File: src/rtl/max_min_pkg.sv
// Shared types for the streaming max/min tracker: FSM state encoding and
// the index-width helper used to size the sample counter and index outputs.
package max_min_pkg;

   typedef enum logic [1:0] {
      IDLE  = 2'd0,
      ACCUM = 2'd1,
      HOLD  = 2'd2
   } state_t;

   function automatic int idx_width(input int count);
      return (count < 2) ? 1 : $clog2(count);
   endfunction

endpackage

File: src/rtl/max_min_cmp.sv
// Combinational magnitude compare of two samples, unsigned or two's-complement
// depending on SIGNED. Values are compared at their native width.
module max_min_cmp #(
   parameter int WIDTH  = 8,
   parameter int SIGNED = 0
) (
   input  logic [WIDTH-1:0] a,
   input  logic [WIDTH-1:0] b,
   output logic             a_gt_b,
   output logic             a_lt_b
);

   // signedness is a static choice; both branches are pure compares
   always_comb begin
      a_gt_b = 1'b0;
      a_lt_b = 1'b0;
      if (SIGNED != 0) begin
         a_gt_b = ($signed(a) > $signed(b));
         a_lt_b = ($signed(a) < $signed(b));
      end else begin
         a_gt_b = (a > b);
         a_lt_b = (a < b);
      end
   end

endmodule

File: src/rtl/stream_max_min_tracker.sv
// Frame-based running max/min tracker: accepts COUNT samples on a valid/ready
// input, then holds one result beat (values plus first-occurrence indices).
module stream_max_min_tracker
   import max_min_pkg::*;
#(
   parameter int WIDTH  = 8,
   parameter int COUNT  = 16,
   parameter int SIGNED = 0,
   localparam int IDXW  = idx_width(COUNT)
) (
   input  logic             clk,
   input  logic             rst_n,
   input  logic             start,
   input  logic             in_valid,
   output logic             in_ready,
   input  logic [WIDTH-1:0] in_data,
   output logic             out_valid,
   input  logic             out_ready,
   output logic [WIDTH-1:0] max_val,
   output logic [WIDTH-1:0] min_val,
   output logic [IDXW-1:0]  max_idx,
   output logic [IDXW-1:0]  min_idx,
   output logic             busy
);

   state_t          state_r;
   logic [IDXW-1:0] cnt_r;
   logic            new_gt_max_s;
   logic            new_lt_min_s;
   logic [1:0]      cmp_unused_s;

   max_min_cmp #(.WIDTH(WIDTH), .SIGNED(SIGNED)) u_cmp_max (
      .a      (in_data),
      .b      (max_val),
      .a_gt_b (new_gt_max_s),
      .a_lt_b (cmp_unused_s[0])
   );

   max_min_cmp #(.WIDTH(WIDTH), .SIGNED(SIGNED)) u_cmp_min (
      .a      (in_data),
      .b      (min_val),
      .a_gt_b (cmp_unused_s[1]),
      .a_lt_b (new_lt_min_s)
   );

   // frame FSM, sample counter and result registers; handshake flags are
   // registered alongside the state so they always match it
   always_ff @(posedge clk) begin
      if (!rst_n) begin
         state_r   <= IDLE;
         cnt_r     <= '0;
         in_ready  <= 1'b0;
         out_valid <= 1'b0;
         busy      <= 1'b0;
         max_val   <= '0;
         min_val   <= '0;
         max_idx   <= '0;
         min_idx   <= '0;
      end else begin
         case (state_r)
            IDLE: begin
               if (start) begin
                  state_r  <= ACCUM;
                  cnt_r    <= '0;
                  in_ready <= 1'b1;
                  busy     <= 1'b1;
               end
            end
            ACCUM: begin
               // an abort wins over a sample offered in the same cycle
               if (start) begin
                  cnt_r <= '0;
               end else if (in_valid) begin
                  if (cnt_r == '0) begin
                     max_val <= in_data;
                     min_val <= in_data;
                     max_idx <= '0;
                     min_idx <= '0;
                  end else begin
                     if (new_gt_max_s) begin
                        max_val <= in_data;
                        max_idx <= cnt_r;
                     end
                     if (new_lt_min_s) begin
                        min_val <= in_data;
                        min_idx <= cnt_r;
                     end
                  end
                  if (cnt_r == IDXW'(COUNT - 1)) begin
                     state_r   <= HOLD;
                     cnt_r     <= '0;
                     in_ready  <= 1'b0;
                     out_valid <= 1'b1;
                  end else begin
                     cnt_r <= cnt_r + IDXW'(1);
                  end
               end
            end
            HOLD: begin
               if (out_ready) begin
                  state_r   <= IDLE;
                  out_valid <= 1'b0;
                  busy      <= 1'b0;
               end
            end
            default: begin
               state_r   <= IDLE;
               cnt_r     <= '0;
               in_ready  <= 1'b0;
               out_valid <= 1'b0;
               busy      <= 1'b0;
            end
         endcase
      end
   end

endmodule

File: config.mk
export PLATFORM = sky130hd
export DESIGN_NAME = stream_max_min_tracker
export DESIGN_NICKNAME = d
export VERILOG_FILES = /design/src/rtl/max_min_pkg.sv /design/src/rtl/max_min_cmp.sv /design/src/rtl/stream_max_min_tracker.sv
export SDC_FILE = /design/constraint.sdc
export NUM_CORES = 1
export LEC_CHECK = 0
export ABC_CLOCK_PERIOD_IN_PS = 2000
export BUFFER_PORTS_ARGS = -buffer_cell sky130_fd_sc_hd__buf_4
export CAP_MARGIN = 20
export CORE_MARGIN = 1.5
export CORE_UTILIZATION = 40
export DETAILED_ROUTE_END_ITERATION = 10
export GPL_ROUTABILITY_DRIVEN = 0
export GPL_TIMING_DRIVEN = 0
export HOLD_SLACK_MARGIN = 0.1
export PLACE_DENSITY_LB_ADDON = 0.1
export SYNTH_ARGS = -nofsm -noshare
export SYNTH_HDL_FRONTEND = slang
export SYNTH_HIERARCHICAL = 1
export SYNTH_SLANG_ARGS = --single-unit
File: constraint.sdc
create_clock -name clk -period 2 [get_ports clk]
set_clock_uncertainty 0.2 [all_clocks]
set_input_delay 0.4 -clock clk [delete_from_list [all_inputs] [get_ports clk]]
set_output_delay 0.4 -clock clk [all_outputs]
set_load 0.005 [all_outputs]
Yosys cells after proc, flatten, opt, wreduce, memory -nomap -nowiden
Index checks and enable logic that the tools add are counted.
{"block": "totals", "regBits": 33, "output_inout_bits": 27, "elab_cells": 66}
{"block": "classes", "n_addsub": 1, "order_cmp": 2, "eq_ne": 9, "mux": 30, "n_bitwise": 4, "n_reduce_logical": 11}
{"operator": "2-to-1 mux 4 bit", "n": 8}
{"operator": "2-to-1 mux 8 bit", "n": 4}
{"operator": "AND reduction 5 bit", "n": 3}
{"operator": "case mux 4 bit (3 select lines)", "n": 1}
{"operator": "2-to-1 mux 2 bit", "n": 5}
{"operator": "inequality test 2 bit (second input constant)", "n": 5}
{"operator": "case mux 1 bit (3 select lines)", "n": 3}
{"operator": "greater-than comparator 8 bit", "n": 1}
{"operator": "less-than comparator 8 bit", "n": 1}
{"operator": "2-to-1 mux 1 bit", "n": 8}
{"operator": "AND reduction 4 bit", "n": 2}
{"operator": "case mux 2 bit (3 select lines)", "n": 1}
{"operator": "AND reduction 3 bit", "n": 2}
{"operator": "adder 4 x 1 -> 4 bit (second input constant)", "n": 1}
{"operator": "== test 4 bit (second input constant)", "n": 1}
{"operator": "zero test 4 bit", "n": 1}
{"operator": "inverter 1 bit", "n": 4}
{"operator": "nonzero test 2 bit", "n": 2}
{"operator": "inequality test 3 bit (second input constant)", "n": 1}
{"operator": "== test 2 x 1 -> 1 bit (second input constant)", "n": 1}
{"operator": "== test 2 bit (second input constant)", "n": 1}
{"operator": "zero test 2 bit", "n": 1}

Logic depth before layout (Yosys ltp)
{"block": "logic_depth", "word_depth": 5, "mapped_depth": 10, "ltp_nobuf": 9}

Modules after synthesis
The synthesis kept the hierarchy.
{"module": "stream_max_min_tracker", "instances": 1, "cells_per_inst": 162, "area_each_um2": 1405.1}
{"module": "max_min_cmp", "instances": 2, "cells_per_inst": 29, "area_each_um2": 211.5}

Least setup slack after synthesis
OpenSTA, ideal clock, no wires.
{"block": "synth_path", "path_kind": "input -> register", "start": "input port in_data[1]", "end": "register max_val[4]", "setup_ps": 69, "arrival_time_ps": 1731, "path_slack_ps": 1, "path_stages": 9, "n_path_buf": 1, "cell_sequence": "ha_1 -> nor2b_1 -> o211ai_2 -> a21oi_2 -> o21ba_1 -> o21ai_2 -> buf_6 -> nand3_1 -> o21ai_1"}
{"block": "synth_between", "elab_chain_cells": 3}
{"element": "from (decl)", "line": "stream_max_min_tracker.sv:16", "source": "input logic [WIDTH-1:0] in_data,"}
{"element": "greater-than comparator 8 bit", "line": "max_min_cmp.sv:21", "source": "a_gt_b = (a > b);"}
{"element": "named net new_gt_max_s", "line": "stream_max_min_tracker.sv:28", "source": "logic new_gt_max_s;"}
{"element": "nonzero test 2 bit (no line)"}
{"element": "AND reduction 4 bit (no line)"}
{"element": "to (signal assigned)", "line": "stream_max_min_tracker.sv:75", "source": "max_val <= in_data;"}
{"element": "to (signal assigned)", "line": "stream_max_min_tracker.sv:81", "source": "max_val <= in_data;"}
{"element": "to (decl)", "line": "stream_max_min_tracker.sv:19", "source": "output logic [WIDTH-1:0] max_val,"}
The timed path passes the listed nets, and every way through them passes these cells.
A chain may end at the register's enable or synchronous reset.

Worst setup path in the final report
{"block": "layout_path", "start": "register max_val[1]", "end": "register max_val[3]"}
{"block": "layout_between", "elab_chain_cells": 3}
{"element": "greater-than comparator 8 bit", "line": "max_min_cmp.sv:21"}
{"element": "named net new_gt_max_s", "line": "stream_max_min_tracker.sv:28"}
{"element": "nonzero test 2 bit (no line)"}
{"element": "AND reduction 4 bit (no line)"}
The timed path passes the listed nets, and every way through them passes these cells.

==> results.yml <==
cells_and_area:
  final_nets: 300
  antenna-diode-count: 0
  area_delta_synth_final_pct: 40.01
  drive_gt1_frac: 0.4037
die:
  ioPinCount: 40
  fp.dieH_um: 70.16
  fp-row-count: 24
  core_mm2: 0.004354
  die_area_mm2: 0.004922
  die_width_um: 70.16
  initial_utilization: 0.4144
logic_synthesis:
  avgSynthCellArea_um2: 8.353
  synthCells: 216
  syn_nets: 247
  yosysWarnings: 6
  synth_area_mm2: 0.001804
detailed_routing:
  postRouteAntennaNets: 0
  via_per_inst: 5.236
  vias: 1686
  routed_wl_mm: 4.491
  firstDrtPassIters: 4
  dr.first_iter.drc_count: 62
  routedWlPerCell_um: 13.95
  drc: 0
hold_path:
  hold_class: "in -> reg"
  whs_endpoint: "max_val[6]"
  min_from: "in_data[6]"
  min_path_cells: 3
worst_setup_path:
  critPathMaxStageDelay_ns: 0.36
  worstRegToRegCells: 10
  crit_fanout: 5
  crit_path_cell_trace: "inv_2, ha_4, nor2b_4, o211ai_2, a21oi_2, o21ba_4, o21ai_4, buf_4, nand3_1, o21ai_1"
  worstSetupPathType: "reg -> reg"
  cpMaxStageDelayCell: "dfxtp_4"
  worstReg2RegStart: "max_val[1]"
  r2r_end: "max_val[3]"
  reg2reg_setup_slack_ns: -0.04
  required_ns: 2.01
  cp-end-kind: "flop"
  arrival_ns: 2.05
  worstSetupStartpointType: "flop"
clocking:
  cts_buffers: 5
  h-tree-depth: 2
  cts.sinks: 33
  clk_latency_ns: 0.28
  clock-root-buffer: "clkbuf_8"
  max-clock-path-buffers: 2
  postCtsHoldBufs: 0
  cts_tree: "yes"
  clk_pin_slew_ns: 0.07
pwr:
  leakagePower_nw: 1.034
  pwr-share-clk: 0.409
  p_per_area_mw_per_mm2: 621.2
  power_frac_seq: 0.436
  combinationalPowerShare: 0.154
  p_int_mw: 1.193
  net-switching-power_mw: 0.3757
  peakVddDrop_mv: 0.4749
  finalPower_mw: 1.569
  swShare: 0.2395
timing:
  whs_ns: 0.2090
  setup_viol: 1
  min_period_ns: 2.042
  min_period_over_period: 1.021
  worstMarginPinSlew_ns: 0.4612
  setup_ws_ns: -0.04232
  maxSlewViolCount: 0
  fmax_mhz: 489.6
  finalHoldViolCount: 0
  grt_setup_unrepaired: "yes"
  relSlewSlack: 0.6925
global_route:
  grt_pass1_vias: 1489
  grt_antenna_before_repair: 0
  grt_pass1_wl_mm: 6.975
  gr-usage-all-layers: 0.1781
  grt_max_degree: 11
  grt_overflow_total: 0
flow_run:
  cap_violations: 0
placed_design:
  dp_hpwl_mm: 3.087
  placement.io_buffers: 37
outcome:
  status: "complete, but fails checks"
  violations: "negative setup slack"
## worst max-delay path by stage
| stage | end | start | cells after the start |
|---|---|---|---|
| CTS | max_val[1] | max_val[1] | 10 |
| global placement | max_idx[3] | in_data[1] | 10 |
| finish | max_val[3] | max_val[1] | 10 |
| global route | max_val[3] | max_val[1] | 10 |
| floorplan | max_val[4] | in_data[1] | 9 |
| detailed placement | max_val[1] | in_data[1] | 10 |
## what timing repair did
item,4_1_cts,5_1_grt
setup buffers,2,3
resized for setup,15,35
endpoints found under the setup margin,24,24
gates cloned,2,2
pin swaps,6,22
## metrics by stage
stage               setup WS [ns]  TNS (ns)  instances    util  cell area [um^2]
floorplan                 0.01199         0        216       -              1804
global placement          -0.2821    -5.865        305  0.4931              2147
detailed placement        -0.2777    -6.106        305  0.4931              2147
CTS                       0.01375         0        317  0.5374              2340
global route              -0.1145    -1.146        322  0.5802              2526
finish                   -0.04232  -0.04232        322  0.5802              2526
## per-layer routing
layer | track usage | up-vias | share of wire
met5 | 0 | - | 0
met3 | 0.03896 | 6 | 0.041
li1 | - | 867 | -
met2 | 0.2963 | 39 | 0.49
met1 | 0.2250 | 774 | 0.45
met4 | 0.06838 | 0 | 0.015
## sequential cells by signal, summed over array words and instances (netlist names)
signal	count
max_idx	4
min_val	8
min_idx	4
state_r	2
in_ready	1
max_val	8
out_valid	1
busy	1
cnt_r	4
## cell usage in the layout (no fill, tap or decap), types with 3 or more instances in the layout
master / count
o21ai_1: 21
dfxtp_1: 25
nand2_1: 22
nand3_1: 13
a21oi_1: 10
nor2b_1: 4
nand3_2: 13
clkbuf_8: 6
nor2_1: 7
buf_2: 7
a21oi_2: 4
buf_6: 6
inv_1: 17
ha_1: 13
o21ai_2: 3
buf_4: 44
dfxtp_2: 7
ha_4: 5
nand4_1: 9
## final cells by class
type	count	area [um^2]
Fill cell	406	1828
Buffer	13	87.58
Sequential cell	33	673.1
Timing Repair Buffer	46	352.8
Multi-Input combinational cell	151	1160
Clock buffer	7	86.33
Inverter	19	71.32
Clock inverter	1	30.03
Tap cell	52	65.06
## worst max-delay path: cells and delay by family (launching register included)
family / cells / cell delay [ns]
buf+inv: 2 / 0.19
fa+ha+maj: 1 / 0.21
flops: 1 / 0.36
simple gates: 2 / 0.21
compound gates: 5 / 0.80
## power groups by stage
| stage | Sequential (mW) | Combinational [mW] | Clock (mW) |
|---|---|---|---|
| 6_report | 0.685 | 0.242 | 0.643 |
| 5_1_grt | 0.687 | 0.267 | 0.682 |
| 4_1_cts | 0.684 | 0.210 | 0.657 |
| 3_5_place_dp | 0.699 | 0.190 | 0 |
| 3_3_place_gp | 0.699 | 0.189 | 0 |
| 2_1_floorplan | 0.698 | 0.118 | 0 |
Power figures use the tool's default switching activity.
